`src/rtl/prog_sequencer_pkg.sv`:
```
// Shared definitions for the three-program sequencer: program start addresses,
// widths and the FSM state type.
package prog_sequencer_pkg;

    localparam int unsigned CNT_W  = 16;
    localparam int unsigned SEL_W  = 2;
    localparam int unsigned ADDR_W = 8;
    localparam int unsigned RST_W  = 4;

    localparam logic [ADDR_W-1:0] PROG_START_0 = 8'd0;
    localparam logic [ADDR_W-1:0] PROG_START_1 = 8'd25;
    localparam logic [ADDR_W-1:0] PROG_START_2 = 8'd44;

    typedef enum logic [2:0] {
        IDLE   = 3'd0,
        RST    = 3'd1,
        RUN    = 3'd2,
        NEXT   = 3'd3,
        FINISH = 3'd4
    } seq_state_t;

    // PC load value for a program index; index 3 is unreachable
    function automatic logic [ADDR_W-1:0] prog_start(input logic [SEL_W-1:0] sel);
        case (sel)
            2'd0:    prog_start = PROG_START_0;
            2'd1:    prog_start = PROG_START_1;
            default: prog_start = PROG_START_2;
        endcase
    endfunction

endpackage

```
`src/rtl/prog_sequencer_if.sv`:
```
// Control/status bundle between the program sequencer and whoever launches it.
interface prog_sequencer_if;
    import prog_sequencer_pkg::*;

    logic              start;
    logic              done_in;
    logic              core_rst;
    logic [SEL_W-1:0]  prog_sel;
    logic [ADDR_W-1:0] start_addr;
    logic              busy;
    logic              all_done;
    logic              timeout;
    logic [CNT_W-1:0]  cyc0;
    logic [CNT_W-1:0]  cyc1;
    logic [CNT_W-1:0]  cyc2;

    modport master (
        output start, done_in,
        input  core_rst, prog_sel, start_addr, busy, all_done, timeout, cyc0, cyc1, cyc2
    );

    modport slave (
        input  start, done_in,
        output core_rst, prog_sel, start_addr, busy, all_done, timeout, cyc0, cyc1, cyc2
    );
endinterface

```
`src/rtl/cyc_counter.sv`:
```
// Free-running RUN-cycle counter with a compare against the timeout limit.
module cyc_counter
    import prog_sequencer_pkg::*;
#(
    parameter logic [CNT_W-1:0] TIMEOUT = 16'hFFFF
) (
    input  logic             clk,
    input  logic             reset,
    input  logic             clear,
    input  logic             enable,
    output logic [CNT_W-1:0] count,
    output logic             at_limit
);

    always_ff @(posedge clk) begin
        if (reset || clear) begin
            count <= '0;
        end else if (enable) begin
            count <= count + CNT_W'(1);
        end
    end

    assign at_limit = (count == TIMEOUT);

endmodule

```
`src/rtl/prog_sequencer.sv`:
```
// Launches programs 0,1,2 on the core in turn: reset pulse, run until halt or
// timeout, record the run length of each program.
module prog_sequencer
    import prog_sequencer_pkg::*;
#(
    parameter int unsigned      RST_CYCLES = 2,
    parameter logic [CNT_W-1:0] TIMEOUT    = 16'hFFFF
) (
    input  logic            clk,
    input  logic            reset,
    prog_sequencer_if.slave bus
);

    localparam logic [RST_W-1:0] RST_LAST = RST_W'(RST_CYCLES - 1);

    seq_state_t                  state, state_n;
    logic [RST_W-1:0]            rst_cnt, rst_cnt_n;
    logic [SEL_W-1:0]            sel, sel_n;
    logic                        to_q, to_n;
    logic [2:0][CNT_W-1:0]       cyc_q, cyc_n;
    logic                        core_rst_q, busy_q, all_done_q;
    logic                        cnt_clear, cnt_en, at_limit;
    logic [CNT_W-1:0]            count;

    cyc_counter #(.TIMEOUT(TIMEOUT)) u_cnt (
        .clk      (clk),
        .reset    (reset),
        .clear    (cnt_clear),
        .enable   (cnt_en),
        .count    (count),
        .at_limit (at_limit)
    );

    // State and status registers; outputs follow the state being entered
    always_ff @(posedge clk) begin
        if (reset) begin
            state      <= IDLE;
            rst_cnt    <= '0;
            sel        <= '0;
            to_q       <= 1'b0;
            cyc_q      <= '0;
            core_rst_q <= 1'b1;
            busy_q     <= 1'b0;
            all_done_q <= 1'b0;
        end else begin
            state      <= state_n;
            rst_cnt    <= rst_cnt_n;
            sel        <= sel_n;
            to_q       <= to_n;
            cyc_q      <= cyc_n;
            core_rst_q <= (state_n == IDLE) || (state_n == RST);
            busy_q     <= (state_n == RST) || (state_n == RUN) || (state_n == NEXT);
            all_done_q <= (state_n == FINISH);
        end
    end

    // Next-state logic; done_in has precedence over the timeout compare
    always_comb begin
        state_n   = state;
        rst_cnt_n = rst_cnt;
        sel_n     = sel;
        to_n      = to_q;
        cyc_n     = cyc_q;
        cnt_clear = 1'b1;
        cnt_en    = 1'b0;
        case (state)
            IDLE, FINISH: begin
                if (bus.start) begin
                    state_n   = RST;
                    rst_cnt_n = '0;
                    sel_n     = '0;
                    to_n      = 1'b0;
                    cyc_n     = '0;
                end
            end
            RST: begin
                if (rst_cnt == RST_LAST) begin
                    state_n = RUN;
                end else begin
                    rst_cnt_n = rst_cnt + RST_W'(1);
                end
            end
            RUN: begin
                cnt_clear = 1'b0;
                cnt_en    = 1'b1;
                if (bus.done_in) begin
                    state_n    = NEXT;
                    cyc_n[sel] = count;
                end else if (at_limit) begin
                    state_n    = NEXT;
                    cyc_n[sel] = TIMEOUT;
                    to_n       = 1'b1;
                end
            end
            NEXT: begin
                if (sel == SEL_W'(2)) begin
                    state_n = FINISH;
                end else begin
                    sel_n     = sel + SEL_W'(1);
                    rst_cnt_n = '0;
                    state_n   = RST;
                end
            end
            default: state_n = IDLE;
        endcase
    end

    assign bus.core_rst   = core_rst_q;
    assign bus.prog_sel   = sel;
    assign bus.start_addr = prog_start(sel);
    assign bus.busy       = busy_q;
    assign bus.all_done   = all_done_q;
    assign bus.timeout    = to_q;
    assign bus.cyc0       = cyc_q[0];
    assign bus.cyc1       = cyc_q[1];
    assign bus.cyc2       = cyc_q[2];

endmodule

```
`src/flat_wrapper.sv`:
```
// flat-port wrapper written by rule: the top's interface ports become plain ports
module prog_sequencer_flat import prog_sequencer_pkg::*;
#(
    parameter int unsigned      RST_CYCLES = 2,
    parameter logic [CNT_W-1:0] TIMEOUT    = 16'hFFFF
)
  (clk, reset, bus_start, bus_done_in, bus_core_rst, bus_prog_sel, bus_start_addr, bus_busy, bus_all_done, bus_timeout, bus_cyc0, bus_cyc1, bus_cyc2);
  prog_sequencer_if bus_i ();
  input  logic clk;
  input  logic reset;
  input wire logic [$bits(bus_i.start)-1:0] bus_start;
  input wire logic [$bits(bus_i.done_in)-1:0] bus_done_in;
  output wire logic [$bits(bus_i.core_rst)-1:0] bus_core_rst;
  output wire logic [$bits(bus_i.prog_sel)-1:0] bus_prog_sel;
  output wire logic [$bits(bus_i.start_addr)-1:0] bus_start_addr;
  output wire logic [$bits(bus_i.busy)-1:0] bus_busy;
  output wire logic [$bits(bus_i.all_done)-1:0] bus_all_done;
  output wire logic [$bits(bus_i.timeout)-1:0] bus_timeout;
  output wire logic [$bits(bus_i.cyc0)-1:0] bus_cyc0;
  output wire logic [$bits(bus_i.cyc1)-1:0] bus_cyc1;
  output wire logic [$bits(bus_i.cyc2)-1:0] bus_cyc2;
  assign bus_i.start = bus_start;
  assign bus_i.done_in = bus_done_in;
  assign bus_core_rst = bus_i.core_rst;
  assign bus_prog_sel = bus_i.prog_sel;
  assign bus_start_addr = bus_i.start_addr;
  assign bus_busy = bus_i.busy;
  assign bus_all_done = bus_i.all_done;
  assign bus_timeout = bus_i.timeout;
  assign bus_cyc0 = bus_i.cyc0;
  assign bus_cyc1 = bus_i.cyc1;
  assign bus_cyc2 = bus_i.cyc2;
  prog_sequencer #(.RST_CYCLES(RST_CYCLES), .TIMEOUT(TIMEOUT)) u_core (.clk(clk), .reset(reset), .bus(bus_i));
endmodule
```
`config.mk`:
```
export PLATFORM = sky130hd
export DESIGN_NAME = prog_sequencer_flat
export DESIGN_NICKNAME = d
export VERILOG_FILES = /design/src/rtl/prog_sequencer_pkg.sv /design/src/rtl/prog_sequencer_if.sv /design/src/rtl/cyc_counter.sv /design/src/rtl/prog_sequencer.sv /design/src/flat_wrapper.sv
export SDC_FILE = /design/constraint.sdc
export NUM_CORES = 1
export LEC_CHECK = 0
export ABC_AREA = 1
export CAP_MARGIN = 20
export CORE_ASPECT_RATIO = 2
export CORE_UTILIZATION = 41
export CTS_CLUSTER_DIAMETER = 120
export DETAILED_ROUTE_END_ITERATION = 6
export HOLD_SLACK_MARGIN = 0.12
export SYNTH_ARGS = -nofsm -noshare
export SYNTH_HDL_FRONTEND = slang
export SYNTH_SLANG_ARGS = --single-unit
```
`constraint.sdc`:
```
create_clock -name clk -period 4.2 [get_ports clk]
set_clock_uncertainty 0.1 [all_clocks]
set_input_delay 0.63 -clock clk [delete_from_list [all_inputs] [get_ports clk]]
set_output_delay 0.63 -clock clk [all_outputs]
set_load 0.01 [all_outputs]
```
==> reports/qor.csv <==
stage,metric,value,unit
die,Initial Utilization,42.1,%
critical_path,worst r2r path cells,9,
final_layout,Area growth syn-to-layout,21.5,%
final_layout,register area,0.00154,mm^2
placement,GPL Wtd Cong,0.848,
sta,setup TNS,0,ps
logic_synthesis,xor/xnor cell area share of the yosys netlist,0.596,%
logic_synthesis,Post-synth EDFFs,0,
cts,CTS Buf Count,9,
critical_path,launching element type of the critical path,flip-flop,
logic_synthesis,most frequent cell after synthesis,nand2_1,
sta,final worst path period share,61.2,%
routing,Iteration-0 DRC Markers,349,
routing,drt via density,5.00,
critical_path,"Data arrival, critical path",1840,ps
sta,slew margin rel.,35.4,%
final_layout,fin area,0.00536,mm^2
sta,Hold Fails Final Rpt,0,
cts,Root Driver,clkbuf_16,
critical_path,FF-to-FF setup slack,1660,ps
min_path,WHS Endpoint,u_core.u_cnt.count[0]$_SDFFE_PP0P_,
final_layout,Diodes inserted,0,
power,total power,2.20,mW
critical_path,r2r endpoint,u_core.bus.cyc0[5]$_SDFFE_PP0P_,
outcome,status,"complete, no violations",
grt,first-pass GRT wire length,20.7,mm
die,die height,149,um
power,Lkg Pwr,2.41,nW
cts,Clock Latency Late Sink,350,ps
cts,post-CTS sizing,0,
logic_synthesis,Netlist cell types,29,
logic_synthesis,simple-gate portion of the synthesized area,34.4,%
power,P per Cell Area,410,mW/mm^2
logic_synthesis,sequential area share after synthesis,35.0,%
sta,Fmax,389,MHz
grt,vias in the first global route,4153,
placement,Detail Placement HPWL,8.81,mm
critical_path,r2r startpoint,u_core.u_cnt.count[1]$_SDFFE_PP0P_,
critical_path,"Max FO, Critical Path",5,
die,core area,0.0105,mm^2
sta,Pins Over Slew Limit,0,
final_layout,NumNets Final,761,
die,Top-Level Pins,66,
final_layout,FILL cells,1129,
cts,CTS Hold Bufs,0,
cts,TritonCTS clock tree,done,
logic_synthesis,#FFs+latches synth,77,
die,chip width,75.3,um
logic_synthesis,Synth area leader,dfxtp_1,
grt,initial antenna violation count,0,
sta,final setup vio count,0,
grt,global route overflow,0,
logic_synthesis,Synth Warn #,0,
routing,routed wire length,12.8,mm
logic_synthesis,area fraction in compound gates after synthesis,11.4,%
placement,Buffers on Ports,62,
critical_path,cell family with most CP delay,buffers and inverters,
logic_synthesis,"top cells by count, synth","nand2_1, inv_1, nor2_1",
die,die area,0.0112,mm^2
power,Peak VDD IR,0.250,mV
final_layout,Final Util,51.1,%
grt,Global Route Usage Sum,24.7,%
logic_synthesis,post-synth top area share,35.0,%
sta,Worst-Margin Slew,967,ps
job,max cap viols,0,
cts,CTS max path bufs,2,
critical_path,CP Cell Sequence,inv_1 > ha_1 > nor2_1 > clkdlybuf4s50_1,
critical_path,Setup CP Type,reg2out,
critical_path,WP data required,3470,ps
logic_synthesis,syn_area_per_cell,6.23,um^2
final_layout,area occupied by multi-input gates,0.00214,mm^2
logic_synthesis,synth top area cells,"dfxtp_1, nand2_1, inv_1",
cts,postcts setup bufs,0,
routing,wire per inst,14.3,um
grt,largest net degree at the start of global routing,56,
critical_path,Crit. End Element,primary output,
logic_synthesis,ys async rst share,0,%
logic_synthesis,cell count after synthesis,708,
placement,dpl cell area,0.00503,mm^2
routing,via count,4464,
routing,antenna-violating nets left,0,
sta,unrepaired setup endpoints after global routing,false,
critical_path,slowest cell on the critical path,clkdlybuf4s50_1,
logic_synthesis,Synth Area in Adders,1.99,%
logic_synthesis,main combinational cell family by area after synthesis,simple AND/OR/NAND/NOR gates,
die,row count,53,
critical_path,"Largest stage delay, worst path",560,ps
min_path,Hold Crit Depth,1,
routing,Remaining DRCs,0,
cts,Sink Count,77,
min_path,HP Start,u_core.u_cnt.count[0]$_SDFFE_PP0P_,
logic_synthesis,post-synthesis mux area share,0,%
cts,"CTS clk-pin slew, worst paths",60,ps
final_layout,layout cells sized above 1,4.24,%
routing,DRT Pass-1 Iters,5,
cts,CTS H-tree depth,3,
logic_synthesis,Main synth FF type,dfxtp_1,
min_path,Hold Crit Class,reg2reg,
logic_synthesis,post-synthesis cell area,0.00441,mm^2
critical_path,CP Buf/Inv Count,2,
sta,crit path time final,2570,ps
==> cell usage in the layout, fill, tap and decap left out, types with 4 or more instances in the layout <==
cell type,n
nand2_1,191
inv_1,135
nor2_1,82
dfxtp_1,77
clkdlybuf4s50_1,61
o21ai_0,58
nand4_1,51
a21oi_1,32
nand3_1,12
clkbuf_16,9
ha_1,7
buf_4,6
nand2_2,4
==> per-stage QoR <==
step                setup WS [ps]  hold WS [ps]  cells
global route                 1460           391    892
finish                       1630           348    892
global placement             1360           328    876
floorplan                    2340           317    710
CTS                          1610           351    892
detailed placement           1290           337    876
==> worst reg2reg max path, delay by kind of cell (launching register included) <==
| kind | cells | cell delay [ps] |
|---|---|---|
| flops | 1 | 370 |
| fa+ha+maj | 1 | 190 |
| simple gates | 6 | 650 |
| compound gates | 1 | 700 |
| buf+inv | 1 | 430 |
==> state kept, by name, summed over array words and instances (netlist names) <==
signal,cells
u_core.u_cnt.count,16
u_core.rst_cnt,4
u_core.bus.prog_sel,2
u_core.bus.busy,1
u_core.state,3
u_core.bus.core_rst,1
u_core.bus.cyc2,16
u_core.bus.timeout,1
u_core.bus.cyc1,16
u_core.bus.cyc0,16
u_core.bus.all_done,1
==> per-layer routing <==
layer / track usage (%) / up-vias / part of all wire, %
met3: 1.96 / 33 / 4.1
met4: 14.1 / 0 / 4.1
met1: 30.2 / 2023 / 41
met2: 41.2 / 133 / 51
li1: - / 2275 / -
met5: 0 / - / 0
==> worst max path at each step <==
stage	slack (ps)	end	startpoint	depth (start not counted)
2_1_floorplan	2340	u_core.bus.cyc0[10]$_SDFFE_PP0P_	bus_done_in	9
3_3_place_gp	1360	u_core.bus.cyc0[5]$_SDFFE_PP0P_	bus_start	7
3_5_place_dp	1290	u_core.bus.cyc2[3]$_SDFFE_PP0P_	bus_start	7
4_1_cts	1610	bus_start_addr[2]	u_core.bus.prog_sel[0]$_SDFFE_PP0P_	4
5_1_grt	1460	u_core.bus.cyc0[5]$_SDFFE_PP0P_	u_core.u_cnt.count[1]$_SDFFE_PP0P_	9
6_report	1630	bus_start_addr[2]	u_core.bus.prog_sel[0]$_SDFFE_PP0P_	4
==> kinds of logic after synthesis <==
family / count (synthesis)
buf+inv: 176
fa+ha+maj: 7
xor+xnor: 3
compound gates: 96
flops: 77
simple gates: 348
other cells: 1
==> power breakdown <==
group / total (mW) / switching [mW] / internal, mW
sequential: 0.834 / 0.0384 / 0.795
combinational: 0.501 / 0.287 / 0.214
clock: 0.864 / 0.313 / 0.551
==> area by class of cell <==
class	count	area share, %
clock buffer	12	4.79
sequential	77	28.8
multi-input combinational	457	40.0
inverter	137	9.60
timing repair buffer	68	12.3
tap	137	3.20
clock inverter	4	1.31
(Power assumes the default switching activity.)
